File: src/rtl/fetch_mo.sv
// Instruction fetch front end: issues block-aligned bus reads under a credit limit,
// buffers in-order responses and hands them to decode with per-slot valid masks.
module fetch_mo #(
   parameter int                    ADDR_WIDTH        = 32,
   parameter int                    INSTRUCTION_WIDTH = 32,
   parameter int                    FETCH_WIDTH       = 4,
   parameter int                    MAX_OUTSTANDING   = 2,
   parameter logic [ADDR_WIDTH-1:0] RESET_PC          = 32'h80000000
) (
   input  logic                                        clk,
   input  logic                                        rst,
   output logic                                        fetch_bus_read_req,
   output logic [ADDR_WIDTH-1:0]                       fetch_bus_addr,
   input  logic                                        bus_fetch_read_ack,
   input  logic                                        bus_fetch_data_valid,
   input  logic [FETCH_WIDTH*INSTRUCTION_WIDTH-1:0]    bus_fetch_data,
   input  logic                                        bus_fetch_error,
   input  logic                                        decode_fetch_ready,
   output logic                                        fetch_decode_push,
   output logic [FETCH_WIDTH-1:0]                      fetch_decode_valid,
   output logic [FETCH_WIDTH*ADDR_WIDTH-1:0]           fetch_decode_pc,
   output logic [FETCH_WIDTH*INSTRUCTION_WIDTH-1:0]    fetch_decode_value,
   output logic                                        fetch_decode_has_exception,
   output logic [ADDR_WIDTH-1:0]                       fetch_decode_exception_value,
   input  logic                                        commit_redirect_valid,
   input  logic [ADDR_WIDTH-1:0]                       commit_redirect_pc,
   output logic                                        fetch_csrf_credit_stall_add
);

   localparam int DW          = FETCH_WIDTH * INSTRUCTION_WIDTH;
   localparam int BLOCK_BYTES = FETCH_WIDTH * 4;
   localparam int CW          = $clog2(MAX_OUTSTANDING + 1);
   localparam int PW          = (MAX_OUTSTANDING > 1) ? $clog2(MAX_OUTSTANDING) : 1;

   localparam logic [ADDR_WIDTH-1:0] OFF_MASK   = ADDR_WIDTH'(BLOCK_BYTES - 1);
   localparam logic [ADDR_WIDTH-1:0] BLOCK_STEP = ADDR_WIDTH'(BLOCK_BYTES);
   localparam logic [CW-1:0]         MAX_CNT    = CW'(MAX_OUTSTANDING);
   localparam logic [PW-1:0]         LAST_PTR   = PW'(MAX_OUTSTANDING - 1);

   typedef enum logic {RUN = 1'b0, HALT = 1'b1} state_t;

   function automatic logic [PW-1:0] ptr_inc(input logic [PW-1:0] p);
      if (p == LAST_PTR) begin
         ptr_inc = {PW{1'b0}};
      end else begin
         ptr_inc = p + PW'(1'b1);
      end
   endfunction

   state_t                  state_r;
   logic [ADDR_WIDTH-1:0]   pc_r;
   logic [PW-1:0]           rq_wr_r, rq_rd_r;
   logic [PW-1:0]           buf_wr_r, buf_rd_r;
   logic [CW-1:0]           buf_cnt_r, inflight_r, drop_r;

   logic [ADDR_WIDTH-1:0]   rq_pc_mem    [MAX_OUTSTANDING];
   logic [DW-1:0]           buf_data_mem [MAX_OUTSTANDING];
   logic [ADDR_WIDTH-1:0]   buf_pc_mem   [MAX_OUTSTANDING];
   logic                    buf_err_mem  [MAX_OUTSTANDING];

   logic                    active_s, credit_ok_s, req_s, accept_s;
   logic                    buf_empty_s, push_s, keep_s, head_ok_s;
   logic [ADDR_WIDTH-1:0]   head_pc_s, head_base_s, head_slot_s;
   logic                    head_err_s;
   logic [DW-1:0]           head_data_s;
   logic [FETCH_WIDTH-1:0]  valid_s;
   logic [FETCH_WIDTH*ADDR_WIDTH-1:0] slot_pc_s;

   // Credit counts both in-flight reads and buffered blocks, so the buffer can never overflow.
   assign active_s    = rst && (state_r == RUN) && !commit_redirect_valid;
   assign credit_ok_s = ({1'b0, inflight_r} + {1'b0, buf_cnt_r}) < {1'b0, MAX_CNT};
   assign req_s       = active_s && credit_ok_s;
   assign accept_s    = req_s && bus_fetch_read_ack;
   assign buf_empty_s = (buf_cnt_r == {CW{1'b0}});
   assign push_s      = active_s && !buf_empty_s && decode_fetch_ready;
   assign keep_s      = rst && bus_fetch_data_valid && (drop_r == {CW{1'b0}})
                        && (state_r == RUN) && !commit_redirect_valid;
   assign head_ok_s   = rst && !buf_empty_s;

   assign head_pc_s   = buf_pc_mem[buf_rd_r];
   assign head_err_s  = buf_err_mem[buf_rd_r];
   assign head_data_s = buf_data_mem[buf_rd_r];
   assign head_base_s = head_pc_s & ~OFF_MASK;
   assign head_slot_s = (head_pc_s & OFF_MASK) >> 2;

   // Per-slot mask and PCs for the head block; an errored block exposes only its first valid slot.
   always_comb begin
      valid_s   = {FETCH_WIDTH{1'b0}};
      slot_pc_s = {(FETCH_WIDTH*ADDR_WIDTH){1'b0}};
      for (int i = 0; i < FETCH_WIDTH; i++) begin
         slot_pc_s[i*ADDR_WIDTH +: ADDR_WIDTH] = head_base_s + ADDR_WIDTH'(i * 4);
         if (head_err_s) begin
            valid_s[i] = (head_slot_s == ADDR_WIDTH'(i));
         end else begin
            valid_s[i] = (head_slot_s <= ADDR_WIDTH'(i));
         end
      end
   end

   // Output drive; everything is held at zero while reset is asserted.
   always_comb begin
      fetch_bus_read_req          = req_s;
      fetch_decode_push           = push_s;
      fetch_csrf_credit_stall_add = active_s && !credit_ok_s;
      if (rst) begin
         fetch_bus_addr     = pc_r & ~OFF_MASK;
         fetch_decode_pc    = slot_pc_s;
         fetch_decode_value = head_data_s;
      end else begin
         fetch_bus_addr     = {ADDR_WIDTH{1'b0}};
         fetch_decode_pc    = {(FETCH_WIDTH*ADDR_WIDTH){1'b0}};
         fetch_decode_value = {DW{1'b0}};
      end
      if (head_ok_s) begin
         fetch_decode_valid         = valid_s;
         fetch_decode_has_exception = head_err_s;
         if (head_err_s) begin
            fetch_decode_exception_value = head_pc_s;
         end else begin
            fetch_decode_exception_value = {ADDR_WIDTH{1'b0}};
         end
      end else begin
         fetch_decode_valid           = {FETCH_WIDTH{1'b0}};
         fetch_decode_has_exception   = 1'b0;
         fetch_decode_exception_value = {ADDR_WIDTH{1'b0}};
      end
   end

   // Storage arrays; only the pointers need reset.
   always_ff @(posedge clk) begin
      if (accept_s) begin
         rq_pc_mem[rq_wr_r] <= pc_r;
      end
      if (keep_s) begin
         buf_data_mem[buf_wr_r] <= bus_fetch_data;
         buf_pc_mem[buf_wr_r]   <= rq_pc_mem[rq_rd_r];
         buf_err_mem[buf_wr_r]  <= bus_fetch_error;
      end
   end

   // Control state: PC, RUN/HALT, queue pointers and in-flight/drop accounting.
   always_ff @(posedge clk) begin
      if (!rst) begin
         state_r    <= RUN;
         pc_r       <= RESET_PC;
         rq_wr_r    <= {PW{1'b0}};
         rq_rd_r    <= {PW{1'b0}};
         buf_wr_r   <= {PW{1'b0}};
         buf_rd_r   <= {PW{1'b0}};
         buf_cnt_r  <= {CW{1'b0}};
         inflight_r <= {CW{1'b0}};
         drop_r     <= {CW{1'b0}};
      end else begin
         if (accept_s) begin
            rq_wr_r <= ptr_inc(rq_wr_r);
         end
         if (bus_fetch_data_valid) begin
            rq_rd_r <= ptr_inc(rq_rd_r);
         end
         case ({accept_s, bus_fetch_data_valid})
            2'b10:   inflight_r <= inflight_r + CW'(1'b1);
            2'b01:   inflight_r <= inflight_r - CW'(1'b1);
            default: inflight_r <= inflight_r;
         endcase

         if (commit_redirect_valid) begin
            // Every read still outstanding belongs to the old stream; one returning now is already gone.
            pc_r      <= commit_redirect_pc;
            state_r   <= RUN;
            buf_wr_r  <= {PW{1'b0}};
            buf_rd_r  <= {PW{1'b0}};
            buf_cnt_r <= {CW{1'b0}};
            drop_r    <= inflight_r - CW'(bus_fetch_data_valid);
         end else begin
            if (accept_s) begin
               pc_r <= (pc_r & ~OFF_MASK) + BLOCK_STEP;
            end
            if (bus_fetch_data_valid && (drop_r != {CW{1'b0}})) begin
               drop_r <= drop_r - CW'(1'b1);
            end
            if (push_s && head_err_s) begin
               state_r   <= HALT;
               buf_wr_r  <= {PW{1'b0}};
               buf_rd_r  <= {PW{1'b0}};
               buf_cnt_r <= {CW{1'b0}};
            end else begin
               if (keep_s) begin
                  buf_wr_r <= ptr_inc(buf_wr_r);
               end
               if (push_s) begin
                  buf_rd_r <= ptr_inc(buf_rd_r);
               end
               case ({keep_s, push_s})
                  2'b10:   buf_cnt_r <= buf_cnt_r + CW'(1'b1);
                  2'b01:   buf_cnt_r <= buf_cnt_r - CW'(1'b1);
                  default: buf_cnt_r <= buf_cnt_r;
               endcase
            end
         end
      end
   end

endmodule

File: config.mk
export PLATFORM = sky130hd
export DESIGN_NAME = fetch_mo
export DESIGN_NICKNAME = d
export VERILOG_FILES = /design/src/rtl/fetch_mo.sv
export SDC_FILE = /design/constraint.sdc
export NUM_CORES = 1
export LEC_CHECK = 0
export ABC_AREA = 1
export CORE_MARGIN = 2
export CORE_UTILIZATION = 44
export DETAILED_ROUTE_END_ITERATION = 6
export PLACE_DENSITY = 0.76
export SETUP_SLACK_MARGIN = 0.05
export SLEW_MARGIN = 20
export SYNTH_ARGS = -nofsm -noshare
export SYNTH_HDL_FRONTEND = slang
export SYNTH_SLANG_ARGS = --single-unit
File: constraint.sdc
create_clock -name clk -period 22.3 [get_ports clk]
set_input_delay 4.46 -clock clk [delete_from_list [all_inputs] [get_ports clk]]
set_output_delay 4.46 -clock clk [all_outputs]
set_load 0.05 [all_outputs]
# Word level (Yosys, flattened, before mapping)
# Memories as Yosys holds them, arrays and structs flattened. A register that Yosys moved wholly into a read port is not among the register bits.
# Index checks and enable logic that the tools add are counted.
[word_totals]
mem_count = 4
mem_bits_rw = 386
output_inout_bits = 328
reg_bits = 43
[op_classes]
n_reduce_logical = 27
n_lt_le_gt_ge = 5
eq_ne = 7
muxes = 33
bitwise_logic = 2
addsub = 15
[memory_table]
columns = ["name", "words", "width", "read_ports", "rd_ports_with_merged_regs", "write_ports", "line", "text"]
rows = [
  ["buf_data_mem", 2, 128, 1, 1, 1, "57", "logic [DW-1:0] buf_data_mem [MAX_OUTSTANDING];"],
  ["buf_pc_mem", 2, 32, 1, 1, 1, "58", "logic [ADDR_WIDTH-1:0] buf_pc_mem [MAX_OUTSTANDING];"],
  ["rq_pc_mem", 2, 32, 1, 1, 1, "56", "logic [ADDR_WIDTH-1:0] rq_pc_mem [MAX_OUTSTANDING];"],
  ["buf_err_mem", 2, 1, 1, 1, 1, "59", "logic buf_err_mem [MAX_OUTSTANDING];"],
]
[op_table]
columns = ["op", "count"]
rows = [
  ["2-to-1 mux 128 bit", 2],
  ["2-to-1 mux 32 bit", 5],
  ["adder 32 x 4 -> 32 bit, second input constant", 2],
  ["adder 32 x 3 -> 32 bit, second input constant", 1],
  ["adder 32 x 5 -> 32 bit, second input constant", 1],
  ["zero test 32 bit", 1],
  ["2-to-1 mux 1 bit", 21],
  ["logical AND 1 bit", 14],
  ["nonzero test 2 bit", 5],
  ["equality test 2 bit, second input constant", 4],
  ["one-hot mux 2 bit (2 select lines)", 2],
  ["equality test 2 x 1 -> 1 bit, second input constant", 3],
  ["subtractor 2 x 1 -> 2 bit, second input constant", 3],
  ["adder 1 bit, second input constant", 4],
  ["adder 2 x 1 -> 2 bit, second input constant", 2],
  ["less-or-equal comparator 2 x 1 -> 1 bit, second input constant", 2],
  ["less-or-equal comparator 2 bit, second input constant", 2],
  ["zero test 2 bit", 2],
  ["2-to-1 mux 2 bit", 2],
  ["2-to-1 mux 4 bit", 1],
  ["adder 2 x 2 -> 3 bit", 1],
  ["zero test 1 bit", 3],
  ["< comparator 3 x 2 -> 1 bit, second input constant", 1],
  ["OR reduction 3 bit", 1],
  ["other kinds (3)", 4],
]

# Depth between registers and ports, before layout
# Gate-level depths: netlist (run 1).
[depth]
ltp_word = 8
mapped_depth = 13
ltp_nobuf = 13

# Least setup slack after synthesis (run 1)
# OpenSTA, ideal clock, no wires.
[synth_path]
path_kind = "input port to flip-flop"
startpoint = "in rst"
endpoint = "mem buf_data_mem[1][0] in the netlist's numbering (enable)"
t_arrival_ns = 11.587
path_slack_ns = 10.027
path_stages = 6
setup_ns = 0.686
n_path_buf = 0
t_required_ns = 21.614
cell_sequence = "inv_2 nor2_4 nand2_2 inv_1 nand3_1 nor2_1"
[synth_between]
elab_chain_len = 6
[synth_rtl]
columns = ["item", "line", "text"]
rows = [
  ["from (decl)", "11", "input logic rst,"],
  ["logical AND 1 bit (2 in series)", "76", "assign keep_s = rst && bus_fetch_data_valid && (drop_r == {CW{1'b0}})"],
  ["logical AND 1 bit (2 in series)", "77", "&& (state_r == RUN) && !commit_redirect_valid;"],
  ["2-to-1 mux 1 bit", "134", "if (keep_s) begin"],
  ["2-to-1 mux 1 bit (implied by the code)", "135", "buf_data_mem[buf_wr_r] <= bus_fetch_data;"],
  ["to (decl)", "57", ""],
]
# Every way passes these cells.

# Final worst setup path (run 1)
[layout_path]
startpoint = "in rst"
endpoint = "out fetch_decode_value[60]"
[layout_between]
elab_chain_len = 1
[layout_rtl]
columns = ["item", "line", "text"]
rows = [
  ["2-to-1 mux 128 bit", "105", "if (rst) begin"],
  ["to (decl)", "22", "output logic [FETCH_WIDTH*INSTRUCTION_WIDTH-1:0] fetch_decode_value,"],
]
# Every way passes these cells.

==> results of run 1 <==
worst max-delay path: stages:
cell	delay, ns
buf_4	0.50
buf_4	0.85
o21ai_0	0.24
nor2_1	0.19
clkdlybuf4s50_1	0.84
state kept, by name (all words and copies together), names as in the netlist, 2 cells and up, named ones only:
name and cells:
drop_r 2, buf_err_mem 2, buf_data_mem 256, inflight_r 2
pc_r 32, rq_pc_mem 64, buf_pc_mem 64, buf_cnt_r 2
per-layer routing:
metal | GRT usage | share of wire
met5 | 0 | 0
met4 | 0.0825 | 0.029
met3 | 0.0396 | 0.072
met2 | 0.359 | 0.49
met1 | 0.275 | 0.41
kinds of logic (layout without fill, tap and decap cells):
kind of cell               after synthesis  in the layout
xor gates and xnor gates                10             10
DFF                                    431            431
buffers and inverters                  256            651
adders and majority gates                6              6
AOI/OAI and AO/OA                      191            191
other                                    1             18
and+or+nand+nor                        633            633
muxes                                   61             61
final cells by class:
| class | instances | area, um^2 | share of cell area |
|---|---|---|---|
| clock buffer | 59 | 1190 | 0.0492 |
| multi-input combinational | 917 | 4380 | 0.181 |
| antenna | 2 | 5.00 | 0.000207 |
| inverter | 78 | 295 | 0.0122 |
| timing repair buffer | 490 | 4870 | 0.202 |
| sequential | 431 | 12500 | 0.517 |
| clock inverter | 24 | 251 | 0.0104 |
| tap | 532 | 666 | 0.0276 |
power by group:
part / total (uW) / internal, uW / switching, uW
combinational: 218 / 77.2 / 140
clock: 733 / 425 / 307
sequential: 911 / 899 / 11.9
total: 1860 / 1400 / 460
synth_stat cells (4+ instances only):
master	number	area share
nor3_1	4	0.0011
nand2_1	192	0.040
ha_1	5	0.0034
a21oi_1	35	0.0096
inv_1	74	0.015
or2_2	6	0.0021
xor2_1	5	0.0024
nand3_1	37	0.010
xnor2_1	5	0.0024
buf_2	9	0.0025
edfxtp_1	386	0.64
a31oi_1	6	0.0021
mux2_2	32	0.020
nor2_1	381	0.079
clkbuf_1	52	0.011
mux2i_1	29	0.016
o21ai_0	140	0.039
dfxtp_1	45	0.050
buf_4	110	0.045
buf_1	6	0.0012
path summary, 6_finish.rpt:
path                              startpoint                     end  depth (start not counted)
worst max-delay path                     rst  fetch_decode_value[60]                          5
worst max register to register  buf_cnt_r[0]        rq_pc_mem[0][22]                          8
worst min register to register       pc_r[3]         rq_pc_mem[0][3]                          0
worst min-delay path                 pc_r[3]         rq_pc_mem[0][3]                          0
through the flow:
stage	setup slack (ns)	hold WS [ns]	total power, uW	instance area, um^2
4_1_cts	10.61	0.456	1880	24200
3_3_place_gp	10.65	0.438	1140	22700
5_1_grt	10.41	0.472	1920	24200
6_report	10.58	0.458	1860	24200
3_5_place_dp	10.63	0.445	1150	22700
2_1_floorplan	10.03	0.426	1070	18200
==> results.yml, run 1 <==
power_and_ir_drop:
  powerDensity_nw_per_um2: 77.1
  p_leak_uw: 0.00868
  ir_drop_mv: 0.0525
run:
  max-cap-violations: 0
routing:
  routedWlPerCell_um: 18.6
  dr.pass1.iters: 5
  drcViolationCount: 0
  ant_nets: 0
  routed_wl_um: 47100
  via_count: 12800
  drtIter0Drc: 1088
  vias_per_cell: 5.06
worst_setup_path:
  cp-end-kind: "primary output"
  cp_max_fo: 110
  critical_path_class: "input pin to primary output"
  cp_data_arrival_time_ns: 7.26
  critical_path_required_ns: 17.84
  regToRegSetupSlack_ns: 19.32
  critPathLaunchType: "input pin"
timing:
  period_minus_slack_ns: 11.72
  finalSetupViolCount: 0
  min_period_over_period: 0.525
  fin_setup_tns_ns: 0
  final-hold-violation-count: 0
  slew_headroom: 0.282
  skew_ns: 0.0121
  rsz0062_at_grt: "false"
  maxSlewViolCount: 0
  tightest_slew_ns: 1.08
  fmax_ghz: 0.0854
synth:
  ys_seq_area_frac: 0.687
  ys_ff_latch: 431
  avgSynthCellArea_um2: 11.4
  synth-simple-area-share: 0.137
  synth-async-reset-ratio: 0
  synthesis.area_um2: 18200
  synthMuxAreaShare: 0.0358
  synth_cell_types: 39
  synthFlopType: "edfxtp_1"
  synth_warnings: 0
  synth_fa_ha_area_frac: 0.00454
  synth-xor-area-share: 0.00482
  synth-compound-area-share: 0.0542
  synth_top_family_by_area: "simple AND/OR/NAND/NOR gates"
  synth_edf_count: 386
  synthCells: 1589
place:
  gp_congestion: 0.895
  dp.cells: 2448
  detailedPlacementHpwl_um: 31000
  port_buffers: 478
cts:
  htree_levels: 2
  clk_pin_slew_ns: 0.06
  cts_root_buffer: "clkbuf_16"
  cts_tree: "built"
  cts_buffers: 45
  hold_buffers: 0
  clockBufferDepth: 3
  clkLatencyLatePin_ns: 0.57
  clock-sinks: 431
  ctsResizeCount: 0
  post_cts_buffers: 0
die:
  core-area_um2: 40800
  die_w_um: 207
  start_util: 0.445
  row_count: 74
  dieArea_um2: 43000
  die_y_um: 207
  ios: 495
grt:
  antenna_found_initial: 2
  grt_pass1_wl_um: 71600
  grt_pass1_vias: 12500
  grt_max_degree: 111
  overflow: 0
  grt_use_total: 0.213
final_layout:
  final_util: 0.592
  layoutNonFillerInstCount: 2533
  nets: 2136
  final_common_cell: "clkdlybuf4s50_1"
  final_layout_size_suffix_gt1_frac: 0.0640
  final_cell_mix: "477 x clkdlybuf4s50_1, 386 x edfxtp_1, 377 x nor2_1"
  nFillCells: 3253
  areaGrowthSynthToFinish_pct: 32.9
outcome:
  outcome: "completed"
min_path:
  hold_class: "flip-flop to flip-flop"
Power figures use the tool's default switching activity.
==> run 2, diff against run 1 <==
Clock period 22.3 ns to 11.5 ns, I/O delays scaled along.
==> results.yml, run 2 (synthesis results as in run 1) <==
outcome:
  outcome: "completed"
worst_setup_path:
  cp_data_arrival_time_ns: 4.55
  cp-end-kind: "primary output"
  path_buf_inv: 3
  crit_chain: "buf_4 -> buf_4 -> o21ai_0 -> nor2_1 -> clkdlybuf4s50_1"
  regToRegSetupSlack_ns: 8.48
  critical_path_required_ns: 9.20
  cp_max_fo: 93
  max_stage_delay_ns: 0.87
  rr_startpoint: "drop_r[0]"
  critPathTopFamily: "buffers and inverters"
  critPathLaunchType: "input pin"
  r2r-end: "buf_data_mem[0][99]"
  critical_path_class: "input pin to primary output"
  r2r_cells: 5
  cp_slowest_cell: "clkdlybuf4s50_1"
  crit_path_frequent_cell: "buf_4"
timing:
  period_minus_slack_ns: 6.85
  final-hold-violation-count: 0
  tightest_slew_ns: 1.05
  setup_slack_ns: 4.65
  slew_headroom: 0.296
  fin_setup_tns_ns: 0
  maxSlewViolCount: 0
  finalSetupViolCount: 0
  hold_slack_ns: 0.467
  rsz0062_at_grt: "false"
  min_period_over_period: 0.596
  fmax_ghz: 0.146
  skew_ns: 0.0209
cts:
  cts_buffers: 45
  clockBufferDepth: 3
  cts_tree: "built"
  htree_levels: 2
  clock-sinks: 431
  cts_root_buffer: "clkbuf_16"
  clkLatencyLatePin_ns: 0.57
  ctsResizeCount: 0
  hold_buffers: 0
  clk_pin_slew_ns: 0.05
  post_cts_buffers: 0
die:
  dieArea_um2: 43000
  start_util: 0.445
  die_y_um: 207
  die_w_um: 207
  core-area_um2: 40800
  ios: 495
  row_count: 74
final_layout:
  multi_input_area_um2: 4380
  ff_latch_area_um2: 12500
  post-route-cell-area_um2: 24100
  largest_reg_flops: 256
  final_cell_mix: "477 x clkdlybuf4s50_1, 386 x edfxtp_1, 377 x nor2_1"
  regMostFlops: "buf_data_mem"
  final_common_cell: "clkdlybuf4s50_1"
  nFillCells: 3244
  final_layout_size_suffix_gt1_frac: 0.0621
  nets: 2136
  reg.largest.list: "buf_data_mem x256, buf_pc_mem x64, rq_pc_mem x64"
  areaGrowthSynthToFinish_pct: 32.5
routing:
  ant_nets: 0
  drcViolationCount: 0
  routed_wl_um: 46700
  vias_per_cell: 5.02
  routedWlPerCell_um: 18.5
  dr.pass1.iters: 5
  via_count: 12700
  drtIter0Drc: 1026
min_path:
  hold_class: "flip-flop to flip-flop"
  whs_path_depth: 0
  min_to: "rq_pc_mem[1][0]"
  hp-start: "pc_r[0]"
power_and_ir_drop:
  ir_drop_mv: 0.0995
  p_leak_uw: 0.00864
  powerDensity_nw_per_um2: 147
place:
  port_buffers: 478
  detailedPlacementHpwl_um: 31300
  place_area_um2: 22700
  gp_congestion: 0.886
  dp_slack_ns: 4.65
grt:
  overflow: 0
  grt_pass1_vias: 12400
  grt_max_degree: 104
  grt_use_total: 0.211
  grt_pass1_wl_um: 70600
  antenna_found_initial: 5
run:
  max-cap-violations: 0
-- run 2: cell types whose count changed in the layout (fill, tap and decap cells not counted), sizes merged --
cell	change
bufinv	-3
diode	+2
inv	-2
clkbuf	-1
clkinv	+2
clkinvlp	+1
-- run 2: worst reg2reg max path: stages, from the launching register on --
cell     delay (ns)
dfxtp_1        0.32
inv_1          0.10
ha_1           0.23
nand3_1        0.23
nor2_4         0.82
buf_4          0.88
-- run 2: per-stage QoR --
step / std cells / utilization / total power, uW
6_report: 2532 / 0.590 / 3530
5_1_grt: 2532 / 0.590 / 3650
4_1_cts: 2528 / 0.590 / 3570
3_5_place_dp: 2448 / 0.556 / 2220
3_3_place_gp: 2448 / 0.556 / 2210
2_1_floorplan: 1604 / - / 2070
-- run 2: how the worst max path moves through the flow --
stage / start / cells after the start / slack [ns] / to
final: rst / 5 / 4.65 / fetch_decode_value[75]
after global routing: rst / 5 / 4.45 / fetch_decode_value[86]
after CTS: rst / 5 / 4.63 / fetch_decode_value[75]
after detailed placement: rst / 5 / 4.65 / fetch_decode_value[32]
after global placement: rst / 5 / 4.68 / fetch_decode_value[9]
after floorplan: rst / 6 / 1.39 / buf_data_mem[1][0]
-- run 2: routing by layer --
| layer | global-route usage | wire [um] |
|---|---|---|
| met1 | 0.266 | 18500 |
| met2 | 0.349 | 22900 |
| met3 | 0.0433 | 3560 |
| met4 | 0.100 | 1830 |
| met5 | 0 | 18 |
-- run 2: area by class of cell --
class                   instances  area share
flip-flops and latches        431       0.519
repair buffers                490       0.202
multi-input cells             917       0.182
clock buffers                  58      0.0500
well taps                     532      0.0276
inverters                      78      0.0123
clock inverters                22     0.00649
diodes                          4    0.000416
-- run 2: where the power goes --
part	switching, uW	internal (uW)
clock	579	763
sequential	23.4	1740
combinational	273	150
==> run 3, diff against run 2 <==
Settings changed: PLACE_DENSITY 0.76 to 0.79.
Clock period 11.5 ns to 5.62 ns, I/O delays scaled along.
==> results.yml, run 3 (synthesis results as in run 1) <==
power_and_ir_drop:
  power_frac_comb: 0.117
  switching_share: 0.244
  p_sw_uw: 1810
  p_leak_uw: 0.00871
  p_int_uw: 5600
  p_seq_frac: 0.488
  clkPwrFrac: 0.395
  powerDensity_nw_per_um2: 306
  ir_drop_mv: 0.168
final_layout:
  final_cell_mix: "476 x clkdlybuf4s50_1, 386 x edfxtp_1, 377 x nor2_1"
  nets: 2136
  areaGrowthSynthToFinish_pct: 33.4
  layoutNonFillerInstCount: 2534
  final_layout_size_suffix_gt1_frac: 0.0675
  final_common_cell: "clkdlybuf4s50_1"
  regMostFlops: "buf_data_mem"
  reg.largest.list: "buf_data_mem x256, buf_pc_mem x64, rq_pc_mem x64"
  largest_reg_flops: 256
  nFillCells: 3241
worst_setup_path:
  rr_startpoint: "buf_cnt_r[0]"
  r2r_cells: 8
  r2r-end: "rq_pc_mem[1][25]"
  critPathLaunchType: "flip-flop"
  cp-end-kind: "primary output"
  regToRegSetupSlack_ns: 2.59
  cp_max_fo: 65
  cp_data_arrival_time_ns: 3.40
  critical_path_required_ns: 4.50
  critical_path_class: "flip-flop to primary output"
grt:
  grt_pass1_wl_um: 72000
  grt_use_met3: 0.0467
  grt_use_total: 0.214
  overflow: 0
  grt_max_degree: 171
  grt_use_met1: 0.279
  grt_pass1_vias: 12500
  use_met2: 0.351
  antenna_found_initial: 3
  busiest_layer: "met2"
min_path:
  min_to: "rq_pc_mem[1][1]"
  hold_class: "flip-flop to flip-flop"
  hp-start: "pc_r[1]"
  whs_path_depth: 0
run:
  max-cap-violations: 0
cts:
  cts_root_buffer: "clkbuf_16"
  ctsResizeCount: 0
  clk_pin_slew_ns: 0.06
  htree_levels: 2
  hold_buffers: 0
  cts_tree: "built"
  cts_buffers: 45
  clkLatencyLatePin_ns: 0.56
  clock-sinks: 431
  clockBufferDepth: 3
  post_cts_buffers: 0
routing:
  dr.pass1.iters: 5
  drcViolationCount: 0
  drtIter0Drc: 1285
  via_count: 12900
  routedWlPerCell_um: 18.7
  routed_wl_um: 47300
  vias_per_cell: 5.08
  ant_nets: 0
timing:
  setup_slack_ns: 1.09
  slew_headroom: 0.232
  fmax_ghz: 0.221
  min_period_over_period: 0.805
  final-hold-violation-count: 0
  maxSlewViolCount: 0
  rsz0062_at_grt: "false"
  period_minus_slack_ns: 4.53
  hold_slack_ns: 0.464
  skew_ns: 0.0271
  finalSetupViolCount: 0
  tightest_slew_ns: 1.15
place:
  dp.cells: 2448
  dp_slack_ns: 1.22
  port_buffers: 478
  detailedPlacementHpwl_um: 31000
  gp_congestion: 0.890
die:
  ios: 495
  die_w_um: 207
  start_util: 0.445
  die_y_um: 207
  dieArea_um2: 43000
  core-area_um2: 40800
  row_count: 74
outcome:
  outcome: "completed"
==> run 3: cell count changes in the layout (fill, tap and decap cells not counted), moves of 2 or more <==
cell / before / now
clkinvlp_4: 1 / 4
clkinv_8: 2 / 0
bufinv_16: 1 / 3
buf_4: 13 / 9
clkinv_2: 5 / 9
clkinv_1: 12 / 6
clkbuf_16: 45 / 47
buf_12: 0 / 5
==> run 3: area by class of cell <==
class / count / area [um^2] / share of cell area
well taps: 532 / 666 / 0.0275
clock inverters: 23 / 201 / 0.00831
multi-input cells: 917 / 4380 / 0.181
clock buffers: 60 / 1260 / 0.0522
flip-flops and latches: 431 / 12500 / 0.515
repair buffers: 490 / 4930 / 0.203
diodes: 3 / 7.51 / 0.000310
inverters: 78 / 295 / 0.0122
==> run 3: power groups by stage <==
stage               sequential, uW  clock, uW  combinational, uW
detailed placement            3680          0                864
finish                        3620       2920                867
CTS                           3620       2980                868
global route                  3620       3110                911
floorplan                     3670          0                555
global placement              3680          0                849
==> run 3: worst max path at each step <==
| stage | start | endpoint | slack, ns | cells past startpoint |
|---|---|---|---|---|
| 2_1_floorplan | rst | buf_data_mem[1][0] | -0.61 | 6 |
| 3_3_place_gp | rst | fetch_decode_exception_value[27] | 1.26 | 8 |
| 3_5_place_dp | rst | fetch_decode_exception_value[27] | 1.22 | 8 |
| 4_1_cts | flip-flop | fetch_decode_pc[12] | 1.01 | 4 |
| 5_1_grt | flip-flop | fetch_decode_pc[12] | 0.95 | 4 |
| 6_report | flip-flop | fetch_decode_pc[12] | 1.09 | 4 |
==> run 3: metrics by stage <==
step / instance area, um^2 / total power (uW) / setup TNS, ns / utilization
after global routing: 24200 / 7640 / 0 / 0.594
after global placement: 22800 / 4530 / 0 / 0.558
final: 24200 / 7410 / 0 / 0.594
after CTS: 24200 / 7460 / 0 / 0.594
after detailed placement: 22800 / 4550 / 0 / 0.558
after floorplan: 18200 / 4220 / -193.34 / -
==> run 3: layer usage <==
metal / part of all wire / vias to the layer above
met5: 0 / -
met4: 0.032 / 0
met3: 0.075 / 92
met2: 0.48 / 573
met1: 0.41 / 6178
li1: - / 6026
==> run 3: critical path: stages, from the launching register on <==
cell and delay [ns]:
dfxtp_4 0.51, buf_4 0.68, mux2i_1 0.27, nor2_1 0.43
clkdlybuf4s50_1 0.91
